**src/rtl/exu_div_iter.sv**
```systemverilog
// exu_div_iter: iterative radix-2 restoring divider for RV32M DIV/DIVU/REM/REMU.
// One operation in flight. Optional build macro DIV_SHORTCUT_EN lets divide-by-zero
// and |a| < |b| skip the 32 iteration cycles. Results are the same either way.
//
// Handshake: valid is sampled only while idle (busy low) and flush low; a sampled
// valid starts an operation and raises busy on the next cycle. busy stays high
// until the finish cycle. finish is a one-cycle pulse and out is valid in that
// cycle. out then holds its value until the next finish. flush returns to idle at
// the next edge from any state; an aborted operation never produces finish.
module exu_div_iter #(
  parameter int WIDTH = 32,
  parameter int CNT_W = 5
) (
  input  logic             clk,
  input  logic             rst,
  input  logic             valid,
  input  logic             sign,
  input  logic             rem,
  input  logic [WIDTH-1:0] a,
  input  logic [WIDTH-1:0] b,
  input  logic             flush,
  output logic             busy,
  output logic             finish,
  output logic [WIDTH-1:0] out
);

  typedef enum logic [1:0] {
    S_IDLE = 2'd0,
    S_CALC = 2'd1,
    S_FIX  = 2'd2,
    S_DONE = 2'd3
  } state_t;

  state_t           r_state;
  logic [CNT_W-1:0] r_cnt;
  logic [WIDTH:0]   r_rem_p;    // partial remainder
  logic [WIDTH-1:0] r_quot;     // dividend bits shift out of the top, quotient bits in at the bottom
  logic [WIDTH-1:0] r_div;      // divisor magnitude
  logic [WIDTH-1:0] r_a_orig;   // original dividend, returned as remainder on divide-by-zero
  logic             r_neg_q;
  logic             r_neg_r;
  logic             r_rem_sel;
  logic             r_dz;
  logic             r_busy;
  logic             r_finish;
  logic [WIDTH-1:0] r_out;

  logic [WIDTH-1:0] w_abs_a;
  logic [WIDTH-1:0] w_abs_b;
  logic             w_dz;
  logic             w_short;
  logic [WIDTH+1:0] w_shift;
  logic [WIDTH+1:0] w_diff;
  logic             w_diff_neg;
  logic [WIDTH-1:0] w_q_fix;
  logic [WIDTH-1:0] w_r_fix;
  logic [WIDTH-1:0] w_result;

  // Operand magnitudes and capture-time flags
  assign w_abs_a = (sign && a[WIDTH-1]) ? -a : a;
  assign w_abs_b = (sign && b[WIDTH-1]) ? -b : b;
  assign w_dz    = (b == '0);

`ifdef DIV_SHORTCUT_EN
  // Quotient is trivially 0 (or all ones for dz) and remainder is the dividend
  assign w_short = w_dz || (w_abs_a < w_abs_b);
`else
  assign w_short = 1'b0;
`endif

  // One restoring step: shift in the next dividend bit, trial-subtract the divisor.
  // Two guard bits keep the sign of the difference exact for a 33-bit shifted value.
  assign w_shift    = {r_rem_p, r_quot[WIDTH-1]};
  assign w_diff     = w_shift - {2'b00, r_div};
  assign w_diff_neg = w_diff[WIDTH+1];

  // Sign fix-up and divide-by-zero override, then quotient/remainder select
  assign w_q_fix  = r_dz ? '1 : (r_neg_q ? -r_quot : r_quot);
  assign w_r_fix  = r_dz ? r_a_orig :
                    (r_neg_r ? -r_rem_p[WIDTH-1:0] : r_rem_p[WIDTH-1:0]);
  assign w_result = r_rem_sel ? w_r_fix : w_q_fix;

  // Control FSM and datapath registers
  always_ff @(posedge clk or posedge rst) begin
    if (rst) begin
      r_state   <= S_IDLE;
      r_cnt     <= '0;
      r_rem_p   <= '0;
      r_quot    <= '0;
      r_div     <= '0;
      r_a_orig  <= '0;
      r_neg_q   <= 1'b0;
      r_neg_r   <= 1'b0;
      r_rem_sel <= 1'b0;
      r_dz      <= 1'b0;
      r_busy    <= 1'b0;
      r_finish  <= 1'b0;
      r_out     <= '0;
    end else if (flush) begin
      r_state  <= S_IDLE;
      r_busy   <= 1'b0;
      r_finish <= 1'b0;
      r_cnt    <= '0;
    end else begin
      case (r_state)
        S_IDLE: begin
          r_finish <= 1'b0;
          if (valid) begin
            r_div     <= w_abs_b;
            r_a_orig  <= a;
            r_neg_q   <= sign && (a[WIDTH-1] ^ b[WIDTH-1]) && !w_dz;
            r_neg_r   <= sign && a[WIDTH-1];
            r_rem_sel <= rem;
            r_dz      <= w_dz;
            r_cnt     <= '0;
            r_busy    <= 1'b1;
            if (w_short) begin
              r_rem_p <= {1'b0, w_abs_a};
              r_quot  <= '0;
              r_state <= S_FIX;
            end else begin
              r_rem_p <= '0;
              r_quot  <= w_abs_a;
              r_state <= S_CALC;
            end
          end
        end
        S_CALC: begin
          if (w_diff_neg) begin
            r_rem_p <= w_shift[WIDTH:0];
            r_quot  <= {r_quot[WIDTH-2:0], 1'b0};
          end else begin
            r_rem_p <= w_diff[WIDTH:0];
            r_quot  <= {r_quot[WIDTH-2:0], 1'b1};
          end
          r_cnt <= r_cnt + 1'b1;
          if (r_cnt == CNT_W'(WIDTH - 1)) begin
            r_state <= S_FIX;
          end
        end
        S_FIX: begin
          r_out    <= w_result;
          r_finish <= 1'b1;
          r_state  <= S_DONE;
        end
        S_DONE: begin
          r_finish <= 1'b0;
          r_busy   <= 1'b0;
          r_state  <= S_IDLE;
        end
        default: begin
          r_state <= S_IDLE;
          r_busy  <= 1'b0;
        end
      endcase
    end
  end

  assign busy   = r_busy;
  assign finish = r_finish;
  assign out    = r_out;

endmodule

```
**config.mk**
```make
export PLATFORM = sky130hd
export DESIGN_NAME = exu_div_iter
export DESIGN_NICKNAME = d
export VERILOG_FILES = /design/src/rtl/exu_div_iter.sv
export SDC_FILE = /design/constraint.sdc
export NUM_CORES = 1
export LEC_CHECK = 0
export BUFFER_PORTS_ARGS = -buffer_cell sky130_fd_sc_hd__buf_2
export CORE_MARGIN = 5
export CORE_UTILIZATION = 40
export CTS_CLUSTER_SIZE = 25
export DETAILED_ROUTE_END_ITERATION = 16
export GPL_TIMING_DRIVEN = 0
export SLEW_MARGIN = 30
export SYNTH_ARGS = -nofsm -noshare
export SYNTH_HDL_FRONTEND = slang
export SYNTH_SLANG_ARGS = --single-unit
```
**constraint.sdc**
```tcl
create_clock -name clk -period 15.23 [get_ports clk]
set_input_delay 2.2845 -clock clk [delete_from_list [all_inputs] [get_ports clk]]
set_output_delay 2.2845 -clock clk [all_outputs]
set_load 0.1 [all_outputs]
```
---- After elaboration in Yosys (flattened, before gate mapping) ----
Cells that the tools add are included.
word-level totals
  word-level logic and storage cells ...... 71
  bits of input ports ..................... 70
  bits in registers ....................... 174
  output and inout port bits .............. 34
cells by class
  reduce and logical (&&, ||, !) cells .... 18
  muxes and demuxes ....................... 25
  add/subtract/negate cells ............... 6
  bitwise operators ....................... 2
  equality and inequality tests ........... 7
operators by type and width
  kind                 number
  $mux 32              8
  $neg 32->32          4
  $mux 33              2
  $pmux 33 s2          1
  $pmux 32 s2          1
  $sub 34x32->34       1
  $logic_not 32->1     1
  $mux 5               2
  $pmux 5 s2           1
  $reduce_bool 3->1    3
  $pmux 2 s4           1
  $reduce_and 2->1     4
  $mux 2               3
  $ne 3x3->1 const B   2
  $reduce_and 3->1     2
  $add 5x1->5 const B  1
  $eq 5x5->1 const B   1
  $eq 2x2->1 const B   2
  $logic_and 1x1->1    4
  $mux 1               4
  $pmux 1 s2           2
  $eq 2x1->1 const B   1
  $logic_not 2->1      1
  $ne 2x2->1 const B   1
  5 further kinds      5

---- Logic depth before layout (Yosys ltp) ----
  depth in word-level cells ............... 4
  mapped depth ............................ 15
  gate-level depth less buffers ........... 14

---- Worst setup path before layout ----
No wires, ideal clock.
  path kind ............................... in2reg
  start point ............................. input b[4]
  end point ............................... register r_neg_q
  data required time ...................... 15.097 ns
  cell stages on the path ................. 10
  arrival ................................. 4.102 ns
  library setup time ...................... 0.133 ns
  setup slack ............................. 10.995 ns
  buffers on the path ..................... 0
  path through ............................ or3_1 > nor2_1 > and2_1 > nand2_1 > nor3b_1 > and3_1 > nand3b_1 > and3b_1 > o21ai_0 > o21ai_0
on the way
  longest elaborated chain between the ends .. 3
RTL lines
  what                  RTL line  source
  start, declared       20        input logic [WIDTH-1:0] b,
  $logic_not 32->1      62        assign w_dz = (b == '0);
  $logic_not 1->1       111       r_neg_q <= sign && (a[WIDTH-1] ^ b[WIDTH-1]) && !w_dz;
  $logic_and 1x1->1     111
  end signal, assigned  111
  end, declared         40        logic r_neg_q;
Every way passes these cells.
A chain may end at the register's enable or synchronous reset.

---- Final worst setup path ----
  start point ............................. input a[2]
  end point ............................... register r_quot[29]
on the way
  longest elaborated chain between the ends .. 4
RTL lines
  what                  RTL line  source
  start, declared       19        input logic [WIDTH-1:0] a,
  $neg 32->32           60        assign w_abs_a = (sign && a[WIDTH-1]) ? -a : a;
  $mux 32               60
  $mux 32               108       if (valid) begin
  $pmux 32 s2           105       case (r_state)
  end signal, assigned  123       r_quot <= w_abs_a;
  end signal, assigned  131       r_quot <= {r_quot[WIDTH-2:0], 1'b0};
  end signal, assigned  134       r_quot <= {r_quot[WIDTH-2:0], 1'b1};
  end, declared         37        logic [WIDTH-1:0] r_quot;
Every way passes these cells. The select of a mux whose other input is x is not followed.

==> reports/qor.yml <==
grt_busiest_layer: "met2"
clk_latency_ps: 440
gp_congestion: 0.9084
power.share.clock_pct: 15.9
cts_tree: "yes"
grt_pass1_vias: 10570
tightest_slew_ps: 861.7
grt_util_met2_pct: 35.10
synthAdderAreaFrac_pct: 4.607
yosysMostFrequentCell: "nand2_1"
final_nets: 1678
synth_common_cells: "nand2_1, o21ai_0, dfrtp_1, a21oi_1, nor2_1"
cpPeakStageDelay_ps: 690
ys_top_cells_by_area: "dfrtp_1, o21ai_0, nand2_1"
outcome: "finished clean"
drt_wl_total_um: 35840
setup.worst_path.end_class: "register"
avgViaCountPerCell: 5.496
cp_num_buf_inv: 1
drive_gt1_share_pct: 11.47
synth.yosys.seq_area_share_pct: 36.77
clock_skew_ps: 17.82
synthFlopType: "dfrtp_1"
synthMuxAreaShare_pct: 4.110
powerDensity_nw_per_um2: 202.5
grtUsageMet3_pct: 2.731
synth_compound_area_share_pct: 22.61
antenna_left: 0
layoutNonFillerInstCount: 1968
rows: 63
power.net_switching_mw: 1.392
synthArstFlopShare_pct: 100.0
crit_family: "simple AND/OR/NAND/NOR gates"
cts_hold_buf: 0
start_kind: "input port"
drt_iter0_markers: 925
synth_cell_types: 55
hpwlAfterDp_um: 27690
use_met1_pct: 29.65
clkTransAtPathRegs_ps: 80
drc: 0
drv_slew: 0
grt_pass1_wl_um: 57460
synth_top_cell_area_share_pct: 36.77
synth-seq-cells: 174
arrival_ps: 4990
die-area_um2: 33140
synth-edff-count: 0
die_w_um: 182.1
grt_max_degree: 78
clockBufferDepth: 2
power_frac_comb_pct: 55.3
max_freq_mhz: 212.6
syn-num-nets: 1554
placed_cells: 1936
antenna_found_initial: 0
tns_ps: 0
pin_count: 104
synthSimpleGateAreaFrac_pct: 17.02
rsz0062_at_grt: "false"
finalSetupViolCount: 0
min_path_type: "register to register"
cts.sinks: 174
synth_xor_area_share_pct: 10.43
postCtsResizedCells: 0
avgSynthCellArea_um2: 8.217
vias: 10820
period_minus_slack_ps: 4703
critPathMaxFanout: 7
cp_slowest_cell: "nor4_1"
htree_levels: 4
critical_path_class: "input port to register"
cts_buffers: 17
grt-ovfl-total: 0
timing_hold_violations_final: 0
synthCells: 1441
leakage_nw: 5.986
wl_per_cell_um: 18.21
postCtsSetupBuffers: 0
peakVddDrop_mv: 0.09824
coreArea_um2: 29400
crit_chain: "buf_2 > nor4_1 > and3_1 > nand2_1 > nor3_1 > a31oi_1 > xnor2_1 > nor2_1 > a21oi_1 > o21ai_0"
port_buffers: 103
grtUsageTotal_pct: 21.46
cellInternalPower_mw: 1.335
yosysTopAreaCell: "dfrtp_1"
swShare_pct: 51.05
relSlewSlack_pct: 42.55
synth_area_um2: 11840
synth_top_family_by_area: "compound AO/OA/AOI/OAI gates"
cp_data_required_time_ps: 15520
cts_root_buffer: "clkbuf_16"
area_growth_pct: 13.76
dr.pass1.iters: 5
p_seq_share_pct: 28.9
utilization_pct: 45.81
post-route-period-util_pct: 30.88
diodes: 0
die_h_um: 182.1
start_util_pct: 40.27
yosysWarningCount: 0
drv_cap: 0
## kinds of logic (layout without fill, tap and decap cells)
family,after synthesis,count (layout)
AO/OA/AOI/OAI,452,452
XOR/XNOR,141,141
adder cells (fa/ha/maj),43,43
buffers and inverters,140,277
flip-flops,174,174
multiplexers,45,45
AND/OR/NAND/NOR,446,446
## final timing paths
path / from / end / slack, ps / cells past startpoint
worst max register to register: r_rem_p[13] / r_rem_p[27] / 11340 / 13
worst min register to register: out[5] / out[5] / 470 / 2
worst max-delay path: a[2] / r_quot[29] / 10530 / 10
max in group asynchronous: rst / r_a_orig[19] / 12420 / 4
min in group asynchronous: rst / r_div[7] / 1790 / 2
worst min-delay path: out[5] / out[5] / 470 / 2
## power by group through the flow
stage	Clock, mW	Combinational, mW	Sequential [mW]
finish	0.433	1.51	0.787
global route	0.455	1.65	0.813
CTS	0.437	1.50	0.785
detailed placement	0	1.50	0.793
global placement	0	1.48	0.785
floorplan	0	0.861	1.05
## worst register-to-register path, delay by kind of cell, from the launching register on
family | cells | cell delay, ps
adders and majority gates | 1 | 320
muxes | 1 | 480
AOI/OAI and AO/OA | 7 | 1550
DFF | 1 | 460
and+or+nand+nor | 1 | 170
buffers and inverters | 3 | 790
## flip-flops by register name (all words and copies together), names as in the netlist
| signal | cells |
|---|---|
| busy | 1 |
| finish | 1 |
| out | 32 |
| r_a_orig | 32 |
| r_cnt | 5 |
| r_div | 32 |
| r_dz | 1 |
| r_neg_q | 1 |
| r_neg_r | 1 |
| r_quot | 32 |
| r_rem_p | 33 |
| r_rem_sel | 1 |
| r_state | 2 |
## final cells by class
cell class	count	area, um^2
fillers	2901	15930
repair buffers	105	570.5
well taps	390	488.0
plain buffers	80	301.5
clock inverters	14	123.9
multi-input cells	1127	6960
clock buffers	18	439.2
flip-flops and latches	174	4354
inverters	60	232.7
## metal layers
metal | up-vias | share of wire, %
li1 | 5315 | -
met1 | 5087 | 45
met2 | 354 | 46
met3 | 60 | 6.0
met5 | - | 0
met4 | 0 | 2.8
## stage by stage
stage                     cell area, um^2  setup WS [ps]  total power, mW  hold slack (ps)
after floorplan                     11840           8229            1.907            444.7
after global placement              12840           6016            2.265            457.9
after detailed placement            12910          10200            2.289            464.7
after CTS                           13470          10640            2.724            482.2
after global routing                13470          10340            2.921            506.4
final                               13470          10530            2.728            474.6
## cells in the final DEF, fill, tap and decap left out, types with 11 or more instances in the layout
master,synthesis,routed
a21o_1,18,18
a21oi_1,121,121
a22o_1,12,12
a31oi_1,11,11
buf_1,11,11
buf_2,1,104
clkbuf_1,68,68
clkbuf_16,0,17
dfrtp_1,174,174
ha_1,42,42
inv_1,60,59
mux2_2,29,29
mux2i_1,16,16
nand2_1,195,195
nand2b_1,17,17
nand3_1,11,11
nor2_1,111,111
nor2b_1,12,12
nor3_1,22,22
o21ai_0,183,183
o22ai_1,16,16
o31ai_1,26,26
o41ai_1,12,12
or3_1,14,14
xnor2_1,80,80
xor2_1,61,61
No activity file was read; power rests on OpenSTA's default activity.
